### src/rtl/wallace_tree.sv
// Unsigned 16x16 -> 32-bit Wallace-tree multiplier.
// The 16 partial-product rows pass through six carry-save layers (16-11-8-6-4-3-2), then a ripple adder and the output register.
package wallace_tree_pkg;

    // Number of live bits in column c of row group g (rows 3g..3g+2).
    function automatic int col_count(input logic [511:0] m, input int g, input int c);
        int n;
        n = 0;
        for (int r = 0; r < 3; r++) begin
            if (m[(3 * g + r) * 32 + c]) begin
                n = n + 1;
            end else begin
                n = n + 0;
            end
        end
        return n;
    endfunction

    // A column produces a carry when it holds three bits, or two bits plus
    // a carry arriving from below (the carry-row slot is then taken).
    function automatic bit carry_in(input logic [511:0] m, input int g, input int c);
        bit cy;
        int n;
        cy = 1'b0;
        for (int k = 0; k < c; k++) begin
            n  = col_count(m, g, k);
            cy = (n == 3) || ((n == 2) && cy);
        end
        return cy;
    endfunction

    // Row offset (0..2) of the k-th live bit in column c of group g.
    function automatic int pick(input logic [511:0] m, input int g, input int c, input int k);
        int seen;
        int res;
        seen = 0;
        res  = 0;
        for (int r = 0; r < 3; r++) begin
            if (m[(3 * g + r) * 32 + c]) begin
                if (seen == k) begin
                    res = r;
                end else begin
                    res = res;
                end
                seen = seen + 1;
            end else begin
                seen = seen;
            end
        end
        return res;
    endfunction

    function automatic logic [511:0] pp_mask();
        logic [511:0] m;
        m = '0;
        for (int i = 0; i < 16; i++) begin
            m[i * 32 + i +: 16] = 16'hFFFF;
        end
        return m;
    endfunction

    // Live-bit map of the rows leaving one carry-save layer.
    function automatic logic [511:0] next_mask(input logic [511:0] m, input int rows_in);
        logic [511:0] o;
        int           ng;
        int           n;
        bit           cin;
        o  = '0;
        ng = rows_in / 3;
        for (int g = 0; g < ng; g++) begin
            for (int c = 0; c < 32; c++) begin
                n   = col_count(m, g, c);
                cin = carry_in(m, g, c);
                o[(2 * g) * 32 + c]     = (n >= 1);
                o[(2 * g + 1) * 32 + c] = cin || ((n == 2) && !cin);
            end
        end
        for (int r = 3 * ng; r < rows_in; r++) begin
            o[(2 * ng + r - 3 * ng) * 32 +: 32] = m[r * 32 +: 32];
        end
        return o;
    endfunction

endpackage

module full_adder (
    input  logic a,
    input  logic b,
    input  logic cin,
    output logic sum,
    output logic cout
);
    assign sum  = a ^ b ^ cin;
    assign cout = (a & b) | (a & cin) | (b & cin);
endmodule

module half_adder (
    input  logic a,
    input  logic b,
    output logic sum,
    output logic cout
);
    assign sum  = a ^ b;
    assign cout = a & b;
endmodule

// One carry-save layer: each group of three rows becomes a sum row and a
// carry row; leftover rows pass straight through.
module wallace_layer #(
    parameter int           ROWS_IN  = 3,
    parameter int           ROWS_OUT = 2 * (ROWS_IN / 3) + (ROWS_IN % 3),
    parameter logic [511:0] MASK_IN  = '0
) (
    input  logic [ROWS_IN*32-1:0]  rows_in,
    output wire  [ROWS_OUT*32-1:0] rows_out
);
    import wallace_tree_pkg::*;

    localparam int NG = ROWS_IN / 3;

    // Positions outside the live-bit map are constant zero by construction.
    wire unused_bits_s;
    assign unused_bits_s = ^(rows_in & ~MASK_IN[ROWS_IN*32-1:0]);

    for (genvar g = 0; g < NG; g++) begin : g_grp
        wire [31:0] s_row_s;
        wire [31:0] c_row_s;

        for (genvar c = 0; c < 32; c++) begin : g_col
            localparam int N   = col_count(MASK_IN, g, c);
            localparam bit CIN = carry_in(MASK_IN, g, c);
            localparam int P0  = pick(MASK_IN, g, c, 0);
            localparam int P1  = pick(MASK_IN, g, c, 1);
            localparam int P2  = pick(MASK_IN, g, c, 2);

            if (N == 3) begin : g_fa
                wire cy_s;
                full_adder u_fa (
                    .a    (rows_in[(3 * g + P0) * 32 + c]),
                    .b    (rows_in[(3 * g + P1) * 32 + c]),
                    .cin  (rows_in[(3 * g + P2) * 32 + c]),
                    .sum  (s_row_s[c]),
                    .cout (cy_s)
                );
                if (c < 31) begin : g_fwd
                    assign c_row_s[c + 1] = cy_s;
                end else begin : g_drop
                    wire cy_unused_s;
                    assign cy_unused_s = cy_s;
                end
            end else if ((N == 2) && CIN) begin : g_ha
                wire cy_s;
                half_adder u_ha (
                    .a    (rows_in[(3 * g + P0) * 32 + c]),
                    .b    (rows_in[(3 * g + P1) * 32 + c]),
                    .sum  (s_row_s[c]),
                    .cout (cy_s)
                );
                if (c < 31) begin : g_fwd
                    assign c_row_s[c + 1] = cy_s;
                end else begin : g_drop
                    wire cy_unused_s;
                    assign cy_unused_s = cy_s;
                end
            end else if (N == 2) begin : g_pass2
                // Carry slot is free, so the second bit simply drops into it.
                assign s_row_s[c] = rows_in[(3 * g + P0) * 32 + c];
                assign c_row_s[c] = rows_in[(3 * g + P1) * 32 + c];
            end else if (N == 1) begin : g_pass1
                assign s_row_s[c] = rows_in[(3 * g + P0) * 32 + c];
            end else begin : g_empty
                assign s_row_s[c] = 1'b0;
            end

            if (!CIN && (N != 2)) begin : g_cz
                assign c_row_s[c] = 1'b0;
            end
        end

        assign rows_out[(2 * g) * 32 +: 32]     = s_row_s;
        assign rows_out[(2 * g + 1) * 32 +: 32] = c_row_s;
    end

    for (genvar r = 3 * NG; r < ROWS_IN; r++) begin : g_left
        assign rows_out[(2 * NG + r - 3 * NG) * 32 +: 32] = rows_in[r * 32 +: 32];
    end
endmodule

module wallace_tree (
    input  logic        Clk,
    input  logic        Reset,
    input  logic [15:0] MUR,
    input  logic [15:0] MUD,
    output logic [31:0] result
);
    import wallace_tree_pkg::*;

    localparam logic [511:0] M0 = pp_mask();
    localparam logic [511:0] M1 = next_mask(M0, 16);
    localparam logic [511:0] M2 = next_mask(M1, 11);
    localparam logic [511:0] M3 = next_mask(M2, 8);
    localparam logic [511:0] M4 = next_mask(M3, 6);
    localparam logic [511:0] M5 = next_mask(M4, 4);

    wire  [16*32-1:0] pp_s;
    wire  [11*32-1:0] l1_s;
    wire  [8*32-1:0]  l2_s;
    wire  [6*32-1:0]  l3_s;
    wire  [4*32-1:0]  l4_s;
    wire  [3*32-1:0]  l5_s;
    wire  [2*32-1:0]  l6_s;
    wire  [32:0]      carry_s;
    wire  [31:0]      final_sum_s;
    wire              carry_unused_s;
    logic [31:0]      result_r;

    for (genvar i = 0; i < 16; i++) begin : g_pp
        assign pp_s[i * 32 +: 32] = 32'({16{MUR[i]}} & MUD) << i;
    end

    wallace_layer #(.ROWS_IN(16), .MASK_IN(M0)) u_l1 (.rows_in(pp_s), .rows_out(l1_s));
    wallace_layer #(.ROWS_IN(11), .MASK_IN(M1)) u_l2 (.rows_in(l1_s), .rows_out(l2_s));
    wallace_layer #(.ROWS_IN(8),  .MASK_IN(M2)) u_l3 (.rows_in(l2_s), .rows_out(l3_s));
    wallace_layer #(.ROWS_IN(6),  .MASK_IN(M3)) u_l4 (.rows_in(l3_s), .rows_out(l4_s));
    wallace_layer #(.ROWS_IN(4),  .MASK_IN(M4)) u_l5 (.rows_in(l4_s), .rows_out(l5_s));
    wallace_layer #(.ROWS_IN(3),  .MASK_IN(M5)) u_l6 (.rows_in(l5_s), .rows_out(l6_s));

    // Ripple carry-propagate adder; the carry out of bit 31 is always zero.
    assign carry_s[0] = 1'b0;
    for (genvar k = 0; k < 32; k++) begin : g_cpa
        full_adder u_fa (
            .a    (l6_s[k]),
            .b    (l6_s[32 + k]),
            .cin  (carry_s[k]),
            .sum  (final_sum_s[k]),
            .cout (carry_s[k + 1])
        );
    end
    assign carry_unused_s = carry_s[32];

    // Product register, cleared asynchronously by Reset.
    always_ff @(posedge Clk or posedge Reset) begin
        if (Reset) begin
            result_r <= 32'h0000_0000;
        end else begin
            result_r <= final_sum_s;
        end
    end

    assign result = result_r;
endmodule

### config.mk
export PLATFORM = sky130hd
export DESIGN_NAME = wallace_tree
export DESIGN_NICKNAME = d
export VERILOG_FILES = /design/src/rtl/wallace_tree.sv
export SDC_FILE = /design/constraint.sdc
export NUM_CORES = 1
export LEC_CHECK = 0
export CAP_MARGIN = 20
export CORE_MARGIN = 5
export CORE_UTILIZATION = 68
export CTS_BUF_LIST = sky130_fd_sc_hd__clkbuf_8
export CTS_CLUSTER_SIZE = 20
export DETAILED_ROUTE_END_ITERATION = 7
export DONT_BUFFER_PORTS = 1
export PLACE_DENSITY = 0.84
export SKIP_CTS_REPAIR_TIMING = 1
export SLEW_MARGIN = 20
export SYNTH_ARGS = -nofsm -noshare
export SYNTH_HDL_FRONTEND = slang
export SYNTH_SLANG_ARGS = --single-unit
### constraint.sdc
create_clock -name Clk -period 0.9 [get_ports Clk]
set_input_delay 0.09 -clock Clk [delete_from_list [all_inputs] [get_ports Clk]]
set_output_delay 0.09 -clock Clk [all_outputs]
set_load 0.03 [all_outputs]
==> impl_results.md <==
- CTS clk-pin slew, worst paths: 80 ps
- Num CTS Buffers: 5
- Leakage: 4.07 nW
- Peak Freq: 0.108 GHz
- Cell Rows: 40
- First-pass GRT wire length: 29700 um
- Largest area contributor in the netlist: fa_1
- Filler instances: ~850
- Relative slew margins: between 80% and 90%
- Gr usage total: 26.4%
- CTS sink cnt: 32
- Share of power burned in registers: around 15%
- Final hold viol count: 0
- Clock buffer depth: 2
- Final core utilization: 71.3%
- Initial DRC Count: 213
- Placed cells: 919
- Sequential fraction of the synthesis area: 9.60%
- Final worst slack: -8330 ps
- Synth top area cells: fa_1 (53%), and2_1 (16%), inv_1 (10%)
- Synth Net Count: 1095
- Slew @ Worst Pin: 286 ps
- Top cell by count, worst path: fa_2
- Vias per std cell: ~5.4
- Slowest stage cell, crit path: fa_1
- Clock power frac: 5.1%
- Hold path endpoint: result[1]$_DFF_PP0_
- WS Path Type: input port to register
- Status: finished with violations
- Core footprint: about 0.012 sq mm
- Yosys warns: 0
- Tcrit/Tclk final: 1030%
- GRT overflow: 0
- Area delta synth->final: 2.68%
- Slew Viols, Final: 0
- Total number of vias: between 5000 and 6000
- Hold Path Depth: 2
- Internal: 0.0143 W
- Post-DP HPWL: roughly 14000 um
- Startpoint type of the worst setup path: input port
- Yosys cell types: 9
- Crit path max fanout: 16
- Non-filler instance count after layout: 930
- Sw Pwr: roughly 0.015 W
- Critical Path AT: 9410 ps
- Most frequent cells in the layout: and2_1 (206), inv_1 (204), fa_1 (199)
- Multi-input gate area: 0.00656 sq mm
- Antenna-violating nets left: 0
- CP Capture Type: register
- Peak VDD IR: 2880 uV
- CP required: ~1100 ps
- Sequential cell area: 840 sq um
- P per Cell Area: 3400 mW/mm^2
- # setup viols final: 30
- Avg Cell Area, Syn: 10.4 sq um
- Total wire length: 17600 um
- Chip width: 121 um
- Mux share of post-synthesis cell area: 0%
- Failing checks: negative setup slack
- Synthesized cell area: 0.00835 sq mm
- Commonest non-fill, non-tap cell in the layout: and2_1
- Combinational group share of total power: approximately 80%
- Initial Utilization: 69.5%
- Synth Area in Compound Gates: 0%
- Layout cells sized above 1: 12.1%
- Yosys reg bits: 32
- Max-cap violations: 0
- Routed len/inst: 18.9 um
- Syn Inst Count: 802
- Setup WS pre-CTS: -8820 ps
- Setup TNS: -137290 ps
- Initial antenna violation count: 0
- Hold/Removal Path Class: input port to register
- I/O pin total: 66
- Largest net degree at the start of global routing: 18
- Die height: 121 um
- Sw Share: 50.9%
- RePlAce Congestion: 0.887
- H-tree Lvls: 2
- Largest family of logic cells by synthesized area: adder cells
- Number of global-route vias before repair: 6196
- DR pass1 iterations: 4
- Worst path max stage delay: about 550 ps
- Number of flip-flops in the largest register: 32
- ANT cells: 0
- Fin crit period: 9230 ps
- Yosys top cell area share: 53.5%
- CTS root buf: clkbuf_8
- Overall power: 0.0291 W
- Unrepaired setup endpoints after global routing: true
- Nets: 1075
- Worst hold start: MUD[0]
- DRC: 0
- CTS tree: yes
- Synth Area in Simple Gates: 17.8%
- Die area: 0.0146 sq mm
- Post-synthesis xor/xnor area fraction: less than 1%
- Post-synthesis adder-cell area fraction: 58.9%
- IO buf count: 0
cell type report:
| type | count | share of cell area (%) |
|---|---|---|
| inverters | 222 | 9.72 |
| repair buffers | 5 | 0.526 |
| clock inverters | 3 | 0.496 |
| clock buffers | 5 | 0.803 |
| well taps | 147 | 2.15 |
| flip-flops and latches | 32 | 9.80 |
| multi-input cells | 516 | 76.5 |
how the worst max path moves through the flow:
stage	from	endpoint	slack [ps]	cells past startpoint
after floorplan	MUD[1]	result[30]$_DFF_PP0_	-8500	38
after global placement	MUD[1]	result[30]$_DFF_PP0_	-8690	37
after detailed placement	MUD[1]	result[30]$_DFF_PP0_	-8820	37
after CTS	MUD[1]	result[30]$_DFF_PP0_	-8480	37
after global routing	MUD[4]	result[30]$_DFF_PP0_	-8540	40
final	MUR[0]	result[30]$_DFF_PP0_	-8330	34
Yosys cell counts:
cell type / number
dfrtp_1: 32
fa_1: 223
buf_4: 15
xor2_1: 1
inv_1: 222
ha_1: 36
and2_1: 209
buf_6: 17
nand2_1: 47
cells by family (layout without fill, tap and decap cells):
logic type / Yosys count / count (layout)
flops: 32 / 32
fa+ha+maj: 259 / 259
xor+xnor: 1 / 1
simple gates: 256 / 256
buf+inv: 254 / 235
critical path, delay by kind of cell:
| family | cells | cell delay [ps] |
|---|---|---|
| AND/OR/NAND/NOR | 1 | 150 |
| buffers and inverters | 6 | 350 |
| adder cells (fa/ha/maj) | 27 | 8800 |
stage by stage:
| step | cell area, sq um | hold slack [ps] |
|---|---|---|
| final | 8570 | 37.5 |
| after detailed placement | 8350 | 37.5 |
| after CTS | 8460 | -296 |
| after floorplan | 8460 | 206 |
| after global placement | 8350 | 32.2 |
| after global routing | 8570 | 44.9 |
power by group through the flow:
stage	sequential [W]	combinational (W)	clock, W
after floorplan	0.00431	0.0173	0
after CTS	0.00435	0.0223	0.00154
after global placement	0.00438	0.0208	0
final	0.00444	0.0232	0.00149
after detailed placement	0.00438	0.0223	0
after global routing	0.00450	0.0264	0.00158
layer usage:
layer | up-vias | wire (um) | track usage, %
li1 | 2150 | - | -
met1 | 2663 | 6360 | 30.4
met2 | 174 | 9490 | 47.4
met3 | 54 | 1160 | 5.89
met4 | 0 | 564 | 11.3
met5 | - | 0 | 0
(Power assumes the default switching activity.)
